$ cat config.mk
export PLATFORM = sky130hd
export DESIGN_NAME = result_mux_hilo
export DESIGN_NICKNAME = d
export VERILOG_FILES = /design/src/rtl/result_mux_hilo.sv
export SDC_FILE = /design/constraint.sdc
export NUM_CORES = 1
export LEC_CHECK = 0
export BUFFER_PORTS_ARGS = -buffer_cell sky130_fd_sc_hd__buf_2
export CAP_MARGIN = 20
export CORE_MARGIN = 3
export CORE_UTILIZATION = 35
export DETAILED_ROUTE_END_ITERATION = 8
export GPL_ROUTABILITY_DRIVEN = 0
export PLACE_DENSITY = 0.69
export SYNTH_ARGS = -nofsm -noshare
export SYNTH_HDL_FRONTEND = slang
export SYNTH_SLANG_ARGS = --single-unit
export TNS_END_PERCENT = 100
$ cat constraint.sdc
create_clock -name clk -period 1.51 [get_ports clk]
set_input_delay 0.2265 -clock clk [delete_from_list [all_inputs] [get_ports clk]]
set_output_delay 0.2265 -clock clk [all_outputs]
set_load 0.1 [all_outputs]
$ cat src/rtl/result_mux_hilo.sv
// Result select for ALU/shifter/HI-LO with a multi-cycle external multiply; 1-cycle result latency.
// HI/LO accesses and new multiplies stall while busy; optional MTHI/MTLO under RESULT_MUX_MTHI_EN.
module result_mux_hilo #(
    parameter int WIDTH      = 32,
    parameter int MUL_CYCLES = 32
) (
    input  logic             clk,
    input  logic             rst,
    input  logic             in_valid,
    output logic             in_ready,
    input  logic [5:0]       funct,
    input  logic [WIDTH-1:0] alu_out,
    input  logic [WIDTH-1:0] shift_out,
    input  logic [WIDTH-1:0] rs_data,
    output logic             mul_start,
    input  logic [WIDTH-1:0] mul_hi,
    input  logic [WIDTH-1:0] mul_lo,
    output logic             out_valid,
    output logic [WIDTH-1:0] data_out,
    output logic             busy
);

    localparam int CW = $clog2(MUL_CYCLES + 1);

    localparam logic [5:0] F_AND   = 6'b100100;
    localparam logic [5:0] F_OR    = 6'b100101;
    localparam logic [5:0] F_ADD   = 6'b100000;
    localparam logic [5:0] F_SUB   = 6'b100010;
    localparam logic [5:0] F_SLT   = 6'b101010;
    localparam logic [5:0] F_SLL   = 6'b000000;
    localparam logic [5:0] F_MULTU = 6'b011001;
    localparam logic [5:0] F_MFHI  = 6'b010000;
    localparam logic [5:0] F_MFLO  = 6'b010010;
`ifdef RESULT_MUX_MTHI_EN
    localparam logic [5:0] F_MTHI  = 6'b010001;
    localparam logic [5:0] F_MTLO  = 6'b010011;
`endif

    logic [WIDTH-1:0] hi;
    logic [WIDTH-1:0] lo;
    logic [CW-1:0]    cnt;
    logic             hilo_op;
    logic             accept;

    // Anything that reads or writes HI/LO, or starts a new multiply, must wait out the current one.
    always_comb begin
        hilo_op = 1'b0;
        case (funct)
            F_MULTU, F_MFHI, F_MFLO: hilo_op = 1'b1;
`ifdef RESULT_MUX_MTHI_EN
            F_MTHI, F_MTLO:          hilo_op = 1'b1;
`endif
            default:                 hilo_op = 1'b0;
        endcase
    end

    assign in_ready = !(busy && hilo_op);
    assign accept   = in_valid && in_ready;

`ifndef RESULT_MUX_MTHI_EN
    logic unused_rs;
    assign unused_rs = ^rs_data;
`endif

    always_ff @(posedge clk) begin
        if (rst) begin
            hi        <= '0;
            lo        <= '0;
            cnt       <= '0;
            busy      <= 1'b0;
            mul_start <= 1'b0;
            out_valid <= 1'b0;
            data_out  <= '0;
        end else begin
            mul_start <= 1'b0;
            out_valid <= 1'b0;

            if (busy) begin
                if (cnt == '0) begin
                    hi   <= mul_hi;
                    lo   <= mul_lo;
                    busy <= 1'b0;
                end else begin
                    cnt <= cnt - 1'b1;
                end
            end

            // HI/LO writers below are only accepted when not busy, so they never collide with completion.
            if (accept) begin
                case (funct)
                    F_AND, F_OR, F_ADD, F_SUB, F_SLT: begin
                        out_valid <= 1'b1;
                        data_out  <= alu_out;
                    end
                    F_SLL: begin
                        out_valid <= 1'b1;
                        data_out  <= shift_out;
                    end
                    F_MFHI: begin
                        out_valid <= 1'b1;
                        data_out  <= hi;
                    end
                    F_MFLO: begin
                        out_valid <= 1'b1;
                        data_out  <= lo;
                    end
                    F_MULTU: begin
                        mul_start <= 1'b1;
                        busy      <= 1'b1;
                        cnt       <= CW'(MUL_CYCLES - 1);
                    end
`ifdef RESULT_MUX_MTHI_EN
                    F_MTHI: hi <= rs_data;
                    F_MTLO: lo <= rs_data;
`endif
                    default: begin
                        out_valid <= 1'b1;
                        data_out  <= '0;
                    end
                endcase
            end
        end
    end

endmodule

Word level (Yosys, flattened, before mapping)
Cells that the tools add are included.
{"block": "word_totals", "wordCells": 40, "input_bits": 169, "register_bits": 105}
{"block": "classes", "n_eq_ne": 8, "addsub": 1, "n_reduce_logical": 10, "bitwise": 2, "mux": 12}
{"cell": "$pmux W32 S5", "count": 1}
{"cell": "$eq A6 B6 Y1 const B", "count": 5}
{"cell": "$mux W6", "count": 4}
{"cell": "$eq A6 B5 Y1 const B", "count": 3}
{"cell": "$logic_not A6 Y1", "count": 2}
{"cell": "$mux W1", "count": 7}
{"cell": "$sub A6 B1 Y6 const B", "count": 1}
{"cell": "$reduce_or A5 Y1", "count": 1}
{"cell": "$reduce_and A2 Y1", "count": 2}
{"cell": "$reduce_or A3 Y1", "count": 1}
{"cell": "$logic_and A1 B1 Y1", "count": 2}
{"cell": "$not A1 Y1", "count": 2}
{"cell": "$reduce_or A2 Y1", "count": 1}
{"cell": "$logic_not A1 Y1", "count": 1}

Depth between registers and ports, before layout
{"block": "depth", "depth_word": 8, "depth_mapped": 8, "mapped_depth_nobuf": 6}

Worst setup path after synthesis
OpenSTA, ideal clock, no wires.
{"block": "synth_timing", "path_kind": "input port to output port", "startpoint": "in funct[3]", "endpoint": "out in_ready", "arrival_time_ps": 2692, "setup_slack_ps": -1408, "cell_stages": 3, "path_buffers": 0, "path_cell_list": "nor2b_2 > and3_1 > o21ai_0"}
{"block": "synth_between", "elab_chain_cells": 5, "word_cells_on_any_way": 7, "cone_classes": "3 x eq/ne; 1 x mux; 3 x reduce/logical"}
{"element": "start: declaration", "line_no": "11", "text": "input logic [5:0] funct,"}
{"element": "$eq A6 B5 Y1", "line_no": "48", "text": "case (funct)"}
{"element": "$reduce_or A3 Y1 *", "line_no": "48"}
{"element": "$mux W1 *", "line_no": "48"}
{"element": "$logic_and A1 B1 Y1 *", "line_no": "57", "text": "assign in_ready = !(busy && hilo_op);"}
{"element": "$logic_not A1 Y1 *", "line_no": "57"}
{"element": "end: declaration", "line_no": "10", "text": "output logic in_ready,"}
Every way passes the cells marked *; elsewhere a longest branch is shown, timed or not.

Worst setup path in the final report
{"block": "layout_timing", "startpoint": "reg busy", "endpoint": "out busy"}
{"element": "start: declaration", "line_no": "20", "text": "output logic busy"}
{"element": "start signal: assignment", "line_no": "70", "text": "busy <= 1'b0;"}
{"element": "start signal: assignment", "line_no": "82", "text": "busy <= 1'b0;"}
{"element": "start signal: assignment", "line_no": "109", "text": "busy <= 1'b1;"}
No word-level cell between the ends.

==> flow_summary.ini <==
[worst_setup_path]
rr_startpoint = cnt[0]
rr_endpoint = lo[31]
path_class = reg2out
ff2ff_setup_slack_ns = 0.06
worstPathCellList = clkbuf_4
worstPathRequired_ns = 1.28
cp.arrival_ns = 1.23
r2r_cells = 8
crit_path_max_fanout = 12
end_kind = output port
cp-start-kind = register
cp.depth = 1
startpoint = busy
cpMaxStageDelayCell = dfxtp_4
crit_family = flip-flops
cp.buffers_inverters = 1
max_stage_delay_ns = 0.50

[timing]
tightest_slew_ns = 0.513
fmax_mhz = 687
finClkSkew_ns = 0.00650
holdWs_ns = 0.111
setup_viol = 0
finalCriticalPeriod_ns = 1.45
tns_ns = 0
fin_crit_sh = 0.963
final_hold_viol_count = 0
timing.slew.headroom = 0.661
drv_slew = 0

[grt]
track_usage = 0.185
met2_usage = 0.311
grt.busiest_layer = met2
use_met1 = 0.238
grt_pass1_vias = 4390
grt_start_max_net_pins = 31
grt_pass1_wl_mm = 21.8
antenna_found_initial = 0
overflow = 0
grtUsageMet3 = 0.0295

[finish]
synthToLayoutAreaGrowth_pct = 44.3
antenna_cells = 0
final_util = 0.517
stdcell_area_sq_um = 6880
final_nets = 922
fillers = 1257
multi_input_area_sq_um = 2520
drive_gt1_frac = 0.444
seq_area_sq_um = 2110
final_cell_count_no_fill = 931

[clock_tree]
cts_num_sinks = 105
clock_path_buffers = 2
clk_pin_slew_ns = 0.07
clk-insertion-delay-late_ns = 0.35
clockRootBuffer = clkbuf_16
cts_tree = done
h-tree-depth = 3
numCtsBuffers = 9

[place]
placed_area_sq_um = 6140
io_buffers = 172
dpl.hpwl_mm = 9.84
place_inst = 898

[synth]
ys_ff_latch = 105
netlist_instances = 553
synthDistinctLibCells = 40
ys.flop_type = dfxtp_1
synthArstFlopShare = 0
syn_avg_cell_area_sq_um = 8.62
ys_warn_count = 0
synth_area_leaders = dfxtp_1 (44%), nand2_1 (13%), a22o_1 (11%)
yosysTopAreaCell = dfxtp_1
ys_seq_area_frac = 0.441
yosys.area.top_type_share = 0.441
syn_area_sq_um = 4770
syn_nets = 724
synth_edf_count = 0

[hold_path]
holdPathStages = 3
hold_path.class = in2reg
whs_endpoint = hi[11]
worst_hold_startpoint = mul_hi[11]

[power_and_ir_drop]
leakagePower_nw = 2.74
ir_worst_vdd_v = 0.000440
powerDensity_nw_per_um2 = 821

[floorplan]
die_area_sq_um = 15100
die_h_microns = 123
rows = 42
die_w_microns = 123
core_area_sq_um = 13300
start_util = 0.358
pin_count = 205

[drt]
drtIter0Drc = 280
drt-total-wl_mm = 15.4
drc = 0
vias = 4698
antenna_left = 0
vias_per_cell = 5.05
drt-pass1-iter-count = 4
wl_per_cell_microns = 16.6

[flow_run]
cap_violations = 0

[status]
status = finished clean
==> metal layers <==
layer	part of all wire	vias up
met2	0.48	150
met5	0	-
met3	0.056	23
met4	0.020	0
met1	0.44	2202
li1	-	2323
==> cell usage in the layout (no fill, tap or decap), types with 3 or more instances in the layout <==
cell type	netlist	final
buf_2	13	167
nand2_1	164	162
dfxtp_1	105	102
a21oi_1	73	70
a22o_1	58	58
a21oi_2	30	33
o21ai_2	30	30
buf_4	2	29
buf_12	3	18
clkbuf_16	0	17
nor2_1	7	6
buf_6	1	5
inv_1	5	3
clkbuf_1	24	3
==> how the worst max path moves through the flow <==
stage | endpoint | slack [ns]
2_1_floorplan | data_out[10] | 0.003
3_3_place_gp | data_out[15] | -0.24
3_5_place_dp | data_out[17] | -0.29
4_1_cts | hi[15] | 0.007
5_1_grt | cnt[4] | -0.05
6_report | busy | 0.06
==> cell type report <==
cell class / count / share of cell area
multi-input cells: 400 / 0.366
repair buffers: 230 / 0.252
well taps: 176 / 0.0320
clock inverters: 3 / 0.00600
clock buffers: 12 / 0.0344
flip-flops and latches: 105 / 0.307
inverters: 5 / 0.00273
==> state kept, by name (all words and copies together) (netlist names) <==
register	count
busy	1
cnt	6
data_out	32
hi	32
lo	32
mul_start	1
out_valid	1
==> kinds of logic after synthesis <==
kind of cell             synth area share
AO/OA/AOI/OAI                       0.312
buffers and inverters              0.0562
AND/OR/NAND/NOR                     0.173
XOR/XNOR                          0.00735
multiplexers                      0.00473
adder cells (fa/ha/maj)           0.00525
flip-flops                          0.441
==> power breakdown <==
part,internal [mW],switching [mW],leakage (nW)
clock,1.28,1.00,0.137
sequential,2.78,0.00742,0.848
combinational,0.272,0.308,1.76
total,4.33,1.32,2.74
==> metrics by stage <==
step | power [mW] | setup slack [ns]
global route | 5.85 | -0.0455
CTS | 5.68 | 0.00700
global placement | 3.39 | -0.242
floorplan | 3.09 | 0.00300
finish | 5.65 | 0.0552
detailed placement | 3.39 | -0.285
==> synthesized netlist by cell type, types with 2 or more instances <==
library cell  count
nand2_1         164
dfxtp_1         105
a21oi_1          73
a22o_1           58
a21oi_2          30
o21ai_2          30
clkbuf_1         24
buf_2            13
nor2_1            7
inv_1             5
and3_1            3
buf_12            3
a221oi_1          2
a222oi_1          2
a22o_2            2
buf_1             2
buf_4             2
ha_1              2
mux2_2            2
nand3_1           2
xnor2_1           2
xor2_1            2
==> what timing repair did <==
item                                    4_1_cts  5_1_grt
hold endpoints to repair                      0        0
pin swaps                                     0       10
hold buffers                                  0        0
endpoints found under the setup margin       42       86
resized for setup                             9       26
buffers inserted                              0        5
gates cloned                                  2       12
==> worst reg2reg max path, cell delays in order, from the launching register on <==
cell and delay (ns):
dfxtp_2 0.32, inv_2 0.08, ha_4 0.13, and3_4 0.21, buf_6 0.15, nand2_8 0.10, clkbuf_16 0.20, nand2_1 0.06
a21oi_1 0.06
(Power assumes the default switching activity.)
